`config.mk`:
```
export PLATFORM = sky130hd
export DESIGN_NAME = dcmac_reset_seq_flat
export DESIGN_NICKNAME = d
export VERILOG_FILES = /design/src/rtl/dcmac_reset_seq_pkg.sv /design/src/rtl/dcmac_reset_seq_if.sv /design/src/rtl/dcmac_reset_seq_sync_bits.sv /design/src/rtl/dcmac_reset_seq.sv /design/src/flat_wrapper.sv
export SDC_FILE = /design/constraint.sdc
export NUM_CORES = 1
export LEC_CHECK = 0
export ABC_CLOCK_PERIOD_IN_PS = 6100
export BUFFER_PORTS_ARGS = -buffer_cell sky130_fd_sc_hd__buf_2
export CAP_MARGIN = 20
export CELL_PAD_IN_SITES_DETAIL_PLACEMENT = 0
export CELL_PAD_IN_SITES_GLOBAL_PLACEMENT = 1
export CORE_MARGIN = 5
export CORE_UTILIZATION = 49
export CTS_CLUSTER_DIAMETER = 200
export DETAILED_ROUTE_END_ITERATION = 10
export PLACE_DENSITY = 0.82
export SKIP_LAST_GASP = 1
export SLEW_MARGIN = 30
export SYNTH_ARGS = -nofsm -noshare
export SYNTH_HDL_FRONTEND = slang
export SYNTH_SLANG_ARGS = --single-unit
```
`constraint.sdc`:
```
create_clock -name clk -period 6.1 [get_ports clk]
set_input_delay 0.305 -clock clk [delete_from_list [all_inputs] [get_ports clk]]
set_output_delay 0.305 -clock clk [all_outputs]
set_load 0.01 [all_outputs]
```
`src/rtl/dcmac_reset_seq_pkg.sv`:
```
// Shared definitions for the DCMAC reset sequencer and the register block that reports its status.
package dcmac_pkg;

  localparam int unsigned NumLanes = 4;

  localparam logic [3:0] StateIdle   = 4'd0;
  localparam logic [3:0] StateHold   = 4'd1;
  localparam logic [3:0] StateWaitGt = 4'd2;
  localparam logic [3:0] StateSettle = 4'd3;
  localparam logic [3:0] StateDone   = 4'd4;
  localparam logic [3:0] StateFault  = 4'd5;

  typedef enum logic [3:0] {
    StIdle   = StateIdle,
    StHold   = StateHold,
    StWaitGt = StateWaitGt,
    StSettle = StateSettle,
    StDone   = StateDone,
    StFault  = StateFault
  } seq_state_e;

  // Bit positions of each reset inside the register block's reset word.
  localparam int unsigned RstTxCore   = 0;
  localparam int unsigned RstRxCore   = 1;
  localparam int unsigned RstTxSerdes = 2;
  localparam int unsigned RstRxSerdes = 3;
  localparam int unsigned RstGtTx     = 4;
  localparam int unsigned RstGtRx     = 5;
  localparam int unsigned RstGtAll    = 6;
  localparam int unsigned NumResets   = 7;

  typedef logic [NumResets-1:0] rst_vec_t;

  function automatic int unsigned max3(int unsigned a, int unsigned b, int unsigned c);
    int unsigned m;
    m = (a > b) ? a : b;
    return (m > c) ? m : c;
  endfunction

  function automatic rst_vec_t rst_pattern(seq_state_e st);
    rst_vec_t r;
    r = '0;
    case (st)
      StHold: r = '1;
      StSettle: begin
        r[RstRxCore] = 1'b1;
        r[RstTxCore] = 1'b1;
      end
      StDone: r = '0;
      default: begin
        r[RstRxCore]   = 1'b1;
        r[RstTxCore]   = 1'b1;
        r[RstRxSerdes] = 1'b1;
        r[RstTxSerdes] = 1'b1;
      end
    endcase
    return r;
  endfunction

endpackage

```
`src/rtl/dcmac_reset_seq_if.sv`:
```
// Control/status and reset bundle between the register block, the sequencer and dcmac_helper.
interface dcmac_reset_seq_if;
  import dcmac_pkg::*;

  logic                start;
  logic [NumLanes-1:0] rx_reset_done;
  logic [NumLanes-1:0] tx_reset_done;
  logic                rx_core_reset;
  logic                tx_core_reset;
  logic                rx_serdes_reset;
  logic                tx_serdes_reset;
  logic                gt_reset_all;
  logic                gt_reset_rx_datapath;
  logic                gt_reset_tx_datapath;
  logic                busy;
  logic                done;
  logic                error;
  logic [3:0]          state;

  modport master (
    input  start, rx_reset_done, tx_reset_done,
    output rx_core_reset, tx_core_reset, rx_serdes_reset, tx_serdes_reset,
    output gt_reset_all, gt_reset_rx_datapath, gt_reset_tx_datapath,
    output busy, done, error, state
  );

  modport slave (
    output start, rx_reset_done, tx_reset_done,
    input  rx_core_reset, tx_core_reset, rx_serdes_reset, tx_serdes_reset,
    input  gt_reset_all, gt_reset_rx_datapath, gt_reset_tx_datapath,
    input  busy, done, error, state
  );

endinterface

```
`src/rtl/dcmac_reset_seq_sync_bits.sv`:
```
// Two-flop synchronizer for a vector of independent quasi-static level signals.
module sync_bits #(
  parameter int unsigned Width = 1
) (
  input  logic             clk,
  input  logic             resetn,
  input  logic [Width-1:0] d,
  output logic [Width-1:0] q
);

  logic [Width-1:0] meta_q;
  logic [Width-1:0] sync_q;

  always_ff @(posedge clk or negedge resetn) begin
    if (!resetn) begin
      meta_q <= '0;
      sync_q <= '0;
    end else begin
      meta_q <= d;
      sync_q <= meta_q;
    end
  end

  assign q = sync_q;

endmodule

```
`src/rtl/dcmac_reset_seq.sv`:
```
// DCMAC/GT reset sequencer: hold all resets, release GT, wait for lane reset-done,
// release serdes, settle, then release core. Reports busy/done/error and its state.
module dcmac_reset_seq
  import dcmac_pkg::*;
#(
  parameter int unsigned         HOLD_CYCLES    = 256,
  parameter int unsigned         SETTLE_CYCLES  = 1024,
  parameter int unsigned         TIMEOUT_CYCLES = 1_000_000,
  parameter logic [NumLanes-1:0] LANE_MASK      = 4'hF
) (
  input logic               clk,
  input logic               resetn,
  dcmac_reset_seq_if.master bus
);

  localparam int unsigned CntW = $clog2(max3(HOLD_CYCLES, SETTLE_CYCLES, TIMEOUT_CYCLES)) + 1;

  // Counter holds remaining cycles minus one, so a state lasts exactly its load + 1 cycles.
  localparam logic [CntW-1:0] HoldLoad    = CntW'(HOLD_CYCLES - 1);
  localparam logic [CntW-1:0] SettleLoad  = CntW'(SETTLE_CYCLES - 1);
  localparam logic [CntW-1:0] TimeoutLoad = CntW'(TIMEOUT_CYCLES - 1);

  logic [NumLanes-1:0] rx_s;
  logic [NumLanes-1:0] tx_s;
  logic                lanes_ok;

  seq_state_e state_q, state_d;
  logic [CntW-1:0] cnt_q, cnt_d;
  logic       done_q, done_d;
  logic       error_q, error_d;
  logic       busy_q;
  rst_vec_t   rst_q;
  logic       cnt_zero;

  sync_bits #(
    .Width (2 * NumLanes)
  ) u_sync (
    .clk    (clk),
    .resetn (resetn),
    .d      ({bus.rx_reset_done, bus.tx_reset_done}),
    .q      ({rx_s, tx_s})
  );

  assign lanes_ok = ((rx_s & tx_s & LANE_MASK) == LANE_MASK);
  assign cnt_zero = (cnt_q == '0);

  always_comb begin
    state_d = state_q;
    cnt_d   = cnt_q;
    done_d  = done_q;
    error_d = error_q;
    unique case (state_q)
      StIdle, StDone, StFault: begin
        if (bus.start) begin
          state_d = StHold;
          cnt_d   = HoldLoad;
          done_d  = 1'b0;
          error_d = 1'b0;
        end
      end
      StHold: begin
        if (cnt_zero) begin
          state_d = StWaitGt;
          cnt_d   = TimeoutLoad;
        end else begin
          cnt_d = cnt_q - CntW'(1);
        end
      end
      StWaitGt: begin
        // lanes_ok takes priority over a simultaneous terminal count.
        if (lanes_ok) begin
          state_d = StSettle;
          cnt_d   = SettleLoad;
        end else if (cnt_zero) begin
          state_d = StFault;
          cnt_d   = '0;
          error_d = 1'b1;
        end else begin
          cnt_d = cnt_q - CntW'(1);
        end
      end
      StSettle: begin
        if (!lanes_ok) begin
          state_d = StFault;
          cnt_d   = '0;
          error_d = 1'b1;
        end else if (cnt_zero) begin
          state_d = StDone;
          cnt_d   = '0;
          done_d  = 1'b1;
        end else begin
          cnt_d = cnt_q - CntW'(1);
        end
      end
      default: begin
        state_d = StIdle;
        cnt_d   = '0;
      end
    endcase
  end

  always_ff @(posedge clk or negedge resetn) begin
    if (!resetn) begin
      state_q <= StIdle;
      cnt_q   <= '0;
      done_q  <= 1'b0;
      error_q <= 1'b0;
      busy_q  <= 1'b0;
      rst_q   <= rst_pattern(StIdle);
    end else begin
      state_q <= state_d;
      cnt_q   <= cnt_d;
      done_q  <= done_d;
      error_q <= error_d;
      busy_q  <= (state_d == StHold) || (state_d == StWaitGt) || (state_d == StSettle);
      rst_q   <= rst_pattern(state_d);
    end
  end

  assign bus.rx_core_reset        = rst_q[RstRxCore];
  assign bus.tx_core_reset        = rst_q[RstTxCore];
  assign bus.rx_serdes_reset      = rst_q[RstRxSerdes];
  assign bus.tx_serdes_reset      = rst_q[RstTxSerdes];
  assign bus.gt_reset_all         = rst_q[RstGtAll];
  assign bus.gt_reset_rx_datapath = rst_q[RstGtRx];
  assign bus.gt_reset_tx_datapath = rst_q[RstGtTx];
  assign bus.busy                 = busy_q;
  assign bus.done                 = done_q;
  assign bus.error                = error_q;
  assign bus.state                = state_q;

endmodule

```
`src/flat_wrapper.sv`:
```
// flat-port wrapper written by rule: the top's interface ports become plain ports
module dcmac_reset_seq_flat import dcmac_pkg::*;
#(
  parameter int unsigned         HOLD_CYCLES    = 256,
  parameter int unsigned         SETTLE_CYCLES  = 1024,
  parameter int unsigned         TIMEOUT_CYCLES = 1_000_000,
  parameter logic [NumLanes-1:0] LANE_MASK      = 4'hF
)
  (clk, resetn, bus_start, bus_rx_reset_done, bus_tx_reset_done, bus_rx_core_reset, bus_tx_core_reset, bus_rx_serdes_reset, bus_tx_serdes_reset, bus_gt_reset_all, bus_gt_reset_rx_datapath, bus_gt_reset_tx_datapath, bus_busy, bus_done, bus_error, bus_state);
  dcmac_reset_seq_if bus_i ();
  input logic clk;
  input logic resetn;
  input wire logic [$bits(bus_i.start)-1:0] bus_start;
  input wire logic [$bits(bus_i.rx_reset_done)-1:0] bus_rx_reset_done;
  input wire logic [$bits(bus_i.tx_reset_done)-1:0] bus_tx_reset_done;
  output wire logic [$bits(bus_i.rx_core_reset)-1:0] bus_rx_core_reset;
  output wire logic [$bits(bus_i.tx_core_reset)-1:0] bus_tx_core_reset;
  output wire logic [$bits(bus_i.rx_serdes_reset)-1:0] bus_rx_serdes_reset;
  output wire logic [$bits(bus_i.tx_serdes_reset)-1:0] bus_tx_serdes_reset;
  output wire logic [$bits(bus_i.gt_reset_all)-1:0] bus_gt_reset_all;
  output wire logic [$bits(bus_i.gt_reset_rx_datapath)-1:0] bus_gt_reset_rx_datapath;
  output wire logic [$bits(bus_i.gt_reset_tx_datapath)-1:0] bus_gt_reset_tx_datapath;
  output wire logic [$bits(bus_i.busy)-1:0] bus_busy;
  output wire logic [$bits(bus_i.done)-1:0] bus_done;
  output wire logic [$bits(bus_i.error)-1:0] bus_error;
  output wire logic [$bits(bus_i.state)-1:0] bus_state;
  assign bus_i.start = bus_start;
  assign bus_i.rx_reset_done = bus_rx_reset_done;
  assign bus_i.tx_reset_done = bus_tx_reset_done;
  assign bus_rx_core_reset = bus_i.rx_core_reset;
  assign bus_tx_core_reset = bus_i.tx_core_reset;
  assign bus_rx_serdes_reset = bus_i.rx_serdes_reset;
  assign bus_tx_serdes_reset = bus_i.tx_serdes_reset;
  assign bus_gt_reset_all = bus_i.gt_reset_all;
  assign bus_gt_reset_rx_datapath = bus_i.gt_reset_rx_datapath;
  assign bus_gt_reset_tx_datapath = bus_i.gt_reset_tx_datapath;
  assign bus_busy = bus_i.busy;
  assign bus_done = bus_i.done;
  assign bus_error = bus_i.error;
  assign bus_state = bus_i.state;
  dcmac_reset_seq #(.HOLD_CYCLES(HOLD_CYCLES), .SETTLE_CYCLES(SETTLE_CYCLES), .TIMEOUT_CYCLES(TIMEOUT_CYCLES), .LANE_MASK(LANE_MASK)) u_core (.clk(clk), .resetn(resetn), .bus(bus_i));
endmodule
```
==> out/summary.txt <==
status - finished, violations left
failing checks - hold timing
first-pass GRT wire length - 9.204 mm
CTS Buffer Depth - 2
asr flop ratio synth - 1.000
number of maximum-capacitance violations - 0
Worst-Skew Late Latency - 310 ps
# IOs - 25
Syn Nets - 263
FF+latch count, synth - 47
YS warnings - 0
Pre-antenna DRT Iters - 4
clk_skew - 7.494 ps
mapped cell area - 2460 um^2
worst min-delay path category - in2async
H-tree depth - 2
WL per Instance - 15.95 um
number of setup violations in the final report - 0
share of layout cells above drive strength 1 - 0.1903
Slew Viols, Final - 0
crit path DAT - 2670 ps
post-synth cell types - 62
leakage - 1.181 nW
Tmin final - 2458 ps
Post-Route WL - 5.344 mm
most frequent cells in the layout - 45 x dfrtp_1, 26 x nor2_1, 26 x nand2_1, 23 x buf_2, 12 x nor3_1
Reg clk slew, reported paths - 100 ps
delay-heaviest family, CP - simple AND/OR/NAND/NOR gates
hpwl dp - 3.915 mm
WHS - -20.98 ps
Hold-fix buffers, CTS - 0
grt total ovfl - 0
worst-path fanout max - 12
Final Hold Fails - 21
slew margin rel. - 0.4792
Total Routing Usage GR - 0.1834
Required @ worst endpoint - 6310 ps
RSZ-0062 raised after global routing - no
PD cells - 456.0 nW/um^2
Vias/cell - 5.848
initial core utilization - 0.5140
CP peak stage delay - 630 ps
antenna cells - 0
initial antenna violation count - 0
Chip Width - 80.85 um
nets - 280
largest net degree at the start of global routing - 48
vias in the first global route - 1874
CTS buffer count - 5
Final ANT Viol Nets - 0
Mean Syn Cell Area - 9.839 um^2
# rows - 25
CTS tree - yes
critical path type - reg2reg
Post-synth EDFFs - 0
most common cell after layout, fill and taps aside - dfrtp_1
postcts setup bufs - 0
worst path cell trace - inv_1, ha_1, or2b_2, nand4b_2, nor2_1, nand2_1, a21oi_1, a22oi_2
Fmax - 406.9 MHz
root buffer cell - clkbuf_8
Num Clock Sinks - 47
slew of the pin with the lowest slew margin - 778.3 ps
final RePlAce weighted congestion - 0.8533
Vias - 1959
fill count - 455
sequential element share of the synthesized area - 0.4791
Die Height - 80.85 um
Peak VDD IR - 0.1996 mV
Mapped Cells - 250
Core ar. - 4786 um^2
Slowest-stage cell, CP - nor2_1
drt drc - 0
# resized after CTS - 0
ys flop type - dfrtp_1
Critical Path Source Type - register
die area - 6537 um^2
Setup Total Neg Slack - 0 ps
PortBufs - 24
Starting DRT DRC Count - 118
post-route clock period utilization - 0.4029
area delta synth->final - 8.444%
Buf/Inv on CP - 1
critical path capture point type - register
[path summary, 6_finish.rpt]
check | from | to | slack (ps) | cells after the start
max in group asynchronous | resetn | u_core.cnt_q[19]$_DFFE_PN0P_ | 5720 | 1
max reg2reg | u_core.cnt_q[0]$_DFFE_PN0P_ | u_core.rst_q[3]$_DFF_PN1_ | 3640 | 8
min reg2reg | u_core.u_sync.meta_q[4]$_DFF_PN0_ | u_core.u_sync.q[4]$_DFF_PN0_ | 350 | 0
min | resetn | u_core.cnt_q[0]$_DFFE_PN0P_ | -20 | 1
min in group clk | bus_tx_reset_done[1] | u_core.u_sync.meta_q[1]$_DFF_PN0_ | 100 | 1
max | u_core.cnt_q[0]$_DFFE_PN0P_ | u_core.rst_q[3]$_DFF_PN1_ | 3640 | 8
[per-stage QoR]
step	instances	total power [W]	util	area [um^2]	setup slack, ps
6_report	335	0.001216	0.5574	2668	3642
3_5_place_dp	327	0.001019	0.5375	2572	3701
5_1_grt	335	0.001328	0.5574	2668	3444
2_1_floorplan	250	0.0009152	-	2460	4025
4_1_cts	335	0.001223	0.5574	2668	3653
3_3_place_gp	327	0.001019	0.5370	2570	3759
[cell usage after synthesis, drive strengths merged (2+ instances only)]
cell	count	area, um^2
or4	3	22.52
nor2	26	97.59
nand2b	3	18.77
a31oi	4	25.02
nor3	13	70.07
a32o	2	21.27
xnor2	6	52.55
o21ai	12	60.06
o31ai	4	30.03
a22oi	2	20.02
dfstp	2	52.55
clkbuf	7	46.30
xor2	2	17.52
or2	2	12.52
o22ai	2	12.51
a21oi	8	40.04
dfrtp	45	1126
buf	8	61.30
or3	6	37.54
nor4	10	83.83
o211ai	5	37.54
a21o	4	30.03
nand2	26	97.59
o31a	2	18.77
inv	6	22.52
and4	2	20.02
ha	2	25.02
nand3	3	15.01
a2bb2oi	2	17.52
nand4	4	25.02
o21a	4	30.03
o221ai	2	17.52
nor2b	3	18.77
[flip-flops by register name (all words and copies together), names as in the netlist]
| signal | flops |
|---|---|
| u_core.bus.state | 4 |
| u_core.bus.error | 1 |
| u_core.bus.busy | 1 |
| u_core.cnt_q | 21 |
| u_core.bus.done | 1 |
| u_core.u_sync.q | 8 |
| u_core.rst_q | 3 |
| u_core.u_sync.meta_q | 8 |
[cells by family after synthesis]
kind of cell | synth area share
AND/OR/NAND/NOR | 0.2416
AO/OA/AOI/OAI | 0.1821
flip-flops | 0.4791
buffers and inverters | 0.05290
XOR/XNOR | 0.02849
adder cells (fa/ha/maj) | 0.01017
other | 0.001524
multiplexers | 0.004069
[power by group]
group / internal (W) / switching, W / leakage [nW] / total, W
Combinational: 0.000231 / 0.000336 / 0.533 / 0.000566
Clock: 0.0000844 / 0.000114 / 0.0491 / 0.000199
Sequential: 0.000366 / 0.0000848 / 0.599 / 0.000451
Total: 0.000681 / 0.000535 / 1.18 / 0.00122
[routing by layer]
metal  part of all wire  GRT usage  routed length, um  vias to the layer above
met1               0.47     0.2535               2505                      954
met5                  0          0                  0                        -
li1                   -          -                  -                      943
met2               0.46     0.2865               2465                       56
met4              0.013    0.05574                 68                        0
met3              0.057    0.04213                305                        6
[area by class of cell]
type	instances	area, um^2	share of cell area
clock inverter	3	26.28	0.009850
inverter	6	22.52	0.008443
sequential	47	1179	0.4418
multi-input combinational	182	1157	0.4339
clock buffer	5	68.82	0.02580
tap	67	83.83	0.03143
timing repair buffer	25	130.1	0.04878
Note: power is estimated with default switching activity, not from simulation.
